`src/rtl/deser_8_way.sv`:
```
// Serial-to-parallel collector: packs eight accepted bits (MSB first) into a
// byte presented on a valid/ready output with a registered any-bit-set flag.
module deser_8_way (
    input  logic       clk,
    input  logic       rst_n,
    input  logic       in_bit,
    input  logic       in_valid,
    output logic       in_ready,
    input  logic       flush,
    output logic [7:0] out,
    output logic       out_any,
    output logic       out_valid,
    input  logic       out_ready
);

    logic [6:0] sr_q, sr_d;
    logic [2:0] cnt_q, cnt_d;
    logic [7:0] out_q, out_d;
    logic       any_q, any_d;
    logic       valid_q, valid_d;

    logic       accept;
    logic       handshake;
    logic       word_done;
    logic [7:0] word;

    // Only the eighth bit can stall, and only behind an undelivered word.
    assign in_ready  = !((cnt_q == 3'd7) && valid_q && !out_ready);
    assign accept    = in_valid && in_ready && !flush;
    assign handshake = valid_q && out_ready;
    assign word_done = accept && (cnt_q == 3'd7);
    assign word      = {sr_q, in_bit};

    // Next-state: shift/count, word load, output handshake and flush.
    always_comb begin
        sr_d    = sr_q;
        cnt_d   = cnt_q;
        out_d   = out_q;
        any_d   = any_q;
        valid_d = valid_q;

        if (flush) begin
            cnt_d = 3'd0;
        end else if (accept) begin
            if (cnt_q == 3'd7) begin
                out_d = word;
                any_d = |word;
                cnt_d = 3'd0;
            end else begin
                sr_d  = {sr_q[5:0], in_bit};
                cnt_d = cnt_q + 3'd1;
            end
        end

        // A new word landing in the handshake cycle keeps valid high.
        if (word_done) begin
            valid_d = 1'b1;
        end else if (handshake) begin
            valid_d = 1'b0;
        end
    end

    // State registers with asynchronous active-low clear.
    always_ff @(posedge clk or negedge rst_n) begin
        if (!rst_n) begin
            sr_q    <= 7'd0;
            cnt_q   <= 3'd0;
            out_q   <= 8'h00;
            any_q   <= 1'b0;
            valid_q <= 1'b0;
        end else begin
            sr_q    <= sr_d;
            cnt_q   <= cnt_d;
            out_q   <= out_d;
            any_q   <= any_d;
            valid_q <= valid_d;
        end
    end

    assign out       = out_q;
    assign out_any   = any_q;
    assign out_valid = valid_q;

endmodule

```
`config.mk`:
```
export PLATFORM = sky130hd
export DESIGN_NAME = deser_8_way
export DESIGN_NICKNAME = d
export VERILOG_FILES = /design/src/rtl/deser_8_way.sv
export SDC_FILE = /design/constraint.sdc
export NUM_CORES = 1
export LEC_CHECK = 0
export CORE_MARGIN = 2
export CORE_UTILIZATION = 30
export CTS_BUF_LIST = sky130_fd_sc_hd__clkbuf_4
export CTS_CLUSTER_DIAMETER = 60
export DETAILED_ROUTE_END_ITERATION = 10
export PLACE_DENSITY = 0.6
export REMOVE_ABC_BUFFERS = 1
export SYNTH_ARGS = -nofsm -noshare
export SYNTH_HDL_FRONTEND = slang
export SYNTH_SLANG_ARGS = --single-unit
```
`constraint.sdc`:
```
create_clock -name clk -period 1.8 [get_ports clk]
set_input_delay 0.27 -clock clk [delete_from_list [all_inputs] [get_ports clk]]
set_output_delay 0.27 -clock clk [all_outputs]
set_load 0.02 [all_outputs]
```
-- After elaboration in Yosys (flattened, before gate mapping)
Index checks and enable logic that the tools add are counted.
- memories: 0
- bits in latches: 0
- bits of input ports: 6
- memory bits (read-only): 0
- flip-flop bits (word level): 20
- RAM bits: 0
- equality and inequality tests: 1
- reductions and logical operators: 14
- add/subtract/negate cells: 1
- multiply operators: 0
- bitwise operators: 2
- multiplexer cells: 5
- divide/modulo/power cells: 0
- shifts and indexed selects: 0
- magnitude comparators: 0
- operators with widths (cell ; number):
    2-to-1 mux 3 bit ; 3
    OR reduction 8 bit ; 1
    logical AND 1 bit ; 6
    AND reduction 3 bit ; 2
    nonzero test 2 bit ; 2
    adder 3 x 1 -> 3 bit (second input constant) ; 1
    == test 3 bit (second input constant) ; 1
    zero test 1 bit ; 3
    2-to-1 mux 1 bit ; 2
    inverter 1 bit ; 2

-- Longest topological paths before layout
- word-level depth: 8
- mapped depth: 5

-- Worst setup path after synthesis
Ideal clock, no wire load.
- path kind: register to register
- start point: register cnt_q[0]
- end point: register sr_q[0]
- period minus slack after synthesis: 1.629 ns
- cell stages (with the launch flop): 5
- path slack: 0.171 ns
- data arrival time: 1.504 ns
- data required time: 1.675 ns
- setup time: 0.125 ns
- path buffers: 0
- cell sequence: dfrtp_1 -> ha_1 -> ha_1 -> nor3b_4 -> mux2_2
- cells in the longest elaborated chain, start to end: 7
- elaborated cells on any way between the ends: 8
- RTL lines (what ; line ; source):
    start: declaration ; 17 ; logic [2:0] cnt_q, cnt_d;
    start signal: assignment ; 73 ; cnt_q <= cnt_d;
    == test 3 bit (*) ; 28, 45 ;
    logical AND 1 bit (2 in series) ; 28 ; assign in_ready = !((cnt_q == 3'd7) && valid_q && !out_ready);
    zero test 1 bit ; 28 ;
    logical AND 1 bit (2 in series) ; 29 ; assign accept = in_valid && in_ready && !flush;
    AND reduction 3 bit (no line) (*) ; n/a ;
    end signal: assignment ; 72 ; sr_q <= sr_d;
    end: declaration ; 16 ; logic [6:0] sr_q, sr_d;
Mark *: on every way between the ends. The rest lies on a longest branch, timed or not.
A chain may end at the register's enable or synchronous reset.

-- Worst setup path after layout
- start point: register cnt_q[0]
- end point: register sr_q[5]
Same word-level chain as after synthesis.

==> metrics.yaml <==
clk_pin_slew_ps: 110
rsz0062_at_grt: "no"
layout.cells.most_common_list: "dfrtp_1, clkdlybuf4s50_1, mux2_4"
drive_gt1_frac: 0.354
cp_common_cell: "ha_1"
p_comb_frac: 0.139
place_area_um2: 1140
critical_path.top_delay_family: "adder cells"
grt_pass1_vias: 539
seqPwrFrac: 0.625
stdcell_area_um2: 1170
p_switching_uw: 237
slowest_stage: "dfrtp_1"
place_inst: 108
synth_simple_gate_area_frac: 0.115
total_leakage_power_nw: 0.524
antennaDiodeCount: 0
wirelength_um: 1450
yosysSeqAreaShare: 0.562
tightest_slew_ps: 276
power-per-cell-area_nw_per_um2: 783
chipHeight_um: 58.5
h-tree-depth: 1
timing.final.ws_setup_ps: 136
final_cells: 113
syn-cell-area_um2: 891
ant_nets: 0
slew_viol_final: 0
synth.distinct_cells: 16
path_buf_inv: 1
multiInputGateArea_um2: 375
synth_area_leaders: "dfrtp_1, mux2_4, mux2_2"
max_stage_delay_ps: 410
die_area_um2: 3420
fin_tns_setup_ps: 0
rows: 19
die_x_um: 58.5
ys_warn_count: 0
place_congestion: 0.645
mostFrequentLayoutCell: "dfrtp_1"
yosys.area.top_type: "dfrtp_1"
vias: 537
r2r_start: "cnt_q[0]"
cts_tree: "built"
vdd_drop_max_v: 0.000606
hpwl_um: 1040
cts_buffer_depth: 2
required_ps: 1990
start_util: 0.320
power.internal_uw: 679
hold_path.class: "input port to asynchronous set/reset pin"
synth_xor_area_frac: 0
synth_top_family_by_area: "multiplexers"
clk-insertion-delay-late_ps: 300
track_usage: 0.0998
grt_overflow: 0
crit_path_max_fanout: 8
clock_skew_ps: 1.17
ios: 17
end_kind: "flop"
syn2layout_area_growth_pct: 31.3
post-place-ws_ps: 34.7
synth-seq-cells: 20
cp_data_arrival_time_ps: 1860
portBuffers: 16
rrSetupSlack_ps: 140
finalHoldViolCount: 0
maxCapViolCount: 0
drc: 0
root_buffer: "clkbuf_4"
synthAdderAreaFrac: 0.0281
cp_cell_sequence: "ha_1 > ha_1 > nor3b_4 > buf_12 > mux2_2"
cts.sinks: 20
fmax_ghz: 0.601
setup_viol: 0
rr_endpoint: "sr_q[5]"
synthCells: 57
cts_made_buffers: 3
antenna_found_initial: 0
fin_crit_ps: 1660
core-area_um2: 2780
fillers: 272
synth_compound_area_frac: 0.0154
p_clk_frac: 0.236
viasPerCell: 4.75
max_slew_margin: 0.814
synthMuxAreaShare: 0.263
timing.hold.ws_ps: 303
layout.nets: 91
first_pass_iters: 2
start_kind: "flop"
first_iter_violations: 5
avgSynthCellArea_um2: 15.6
yosysTopAreaCellShare: 0.562
path_class: "flop to flop"
rr_worst_depth: 5
switching_share: 0.259
wl_per_cell_um: 12.8
grt_pass1_wl_um: 2500
finalCritPeriodShare: 0.925
grt_max_degree: 21
status: "completed"
layout.area.seq_um2: 500
per-layer routing:
layer  vias up  share of wire  GRT usage
li1        253              -          -
met1       271           0.45      0.116
met2        11           0.49      0.164
met3         2          0.046     0.0396
met4         0          0.012     0.0399
met5         -              0          0
cell usage after synthesis:
cell type / n
a21boi_0: 1
and4bb_1: 1
buf_6: 1
dfrtp_1: 20
ha_1: 2
inv_1: 1
mux2_2: 7
mux2_4: 9
mux2i_1: 2
nand2_1: 2
nand2b_1: 5
nor2b_4: 1
nor3b_4: 1
nor4_1: 2
o22ai_1: 1
or2_2: 1
cells by family (layout without fill, tap and decap cells):
family | Yosys count | in the layout
fa+ha+maj | 2 | 2
buf+inv | 2 | 27
mux | 18 | 18
flops | 20 | 20
simple gates | 13 | 13
compound gates | 2 | 2
area by class of cell:
class                      count  share of cell area
inverter                       1             0.00321
multi-input combinational     35               0.321
sequential                    20               0.428
timing repair buffer          22               0.193
clock buffer                   3              0.0193
clock inverter                 1             0.00321
tap                           31              0.0332
power groups by stage:
| stage | logic, mW | clock network, mW | registers (mW) |
|---|---|---|---|
| finish | 0.127 | 0.216 | 0.572 |
| global placement | 0.123 | 0 | 0.581 |
| global route | 0.142 | 0.246 | 0.587 |
| CTS | 0.127 | 0.230 | 0.574 |
| detailed placement | 0.127 | 0 | 0.584 |
| floorplan | 0.0812 | 0 | 0.565 |
worst max path at each step:
stage	cells after the start	slack, ps	endpoint	startpoint
2_1_floorplan	4	110	out[0]	cnt_q[0]
3_3_place_gp	4	30	in_ready	out_ready
3_5_place_dp	4	30	in_ready	cnt_q[0]
4_1_cts	4	20	in_ready	cnt_q[0]
5_1_grt	5	50	sr_q[0]	cnt_q[0]
6_report	5	140	sr_q[5]	cnt_q[0]
sequential cells by signal, summed over array words and instances (netlist names):
signal,flops
out_valid,1
out,8
cnt_q,3
sr_q,7
out_any,1
metrics by stage:
| stage | util | total power [mW] |
|---|---|---|
| after floorplan | - | 0.646 |
| after global placement | 0.410 | 0.704 |
| after detailed placement | 0.410 | 0.711 |
| after CTS | 0.420 | 0.931 |
| after global routing | 0.421 | 0.974 |
| final | 0.421 | 0.916 |
repair_timing:
item | CTS | global route
hold buffers | 0 | 0
setup buffers | 0 | 1
resized for setup | 3 | 1
setup endpoints to repair | 1 | 1
Note: power is estimated with default switching activity, not from simulation.
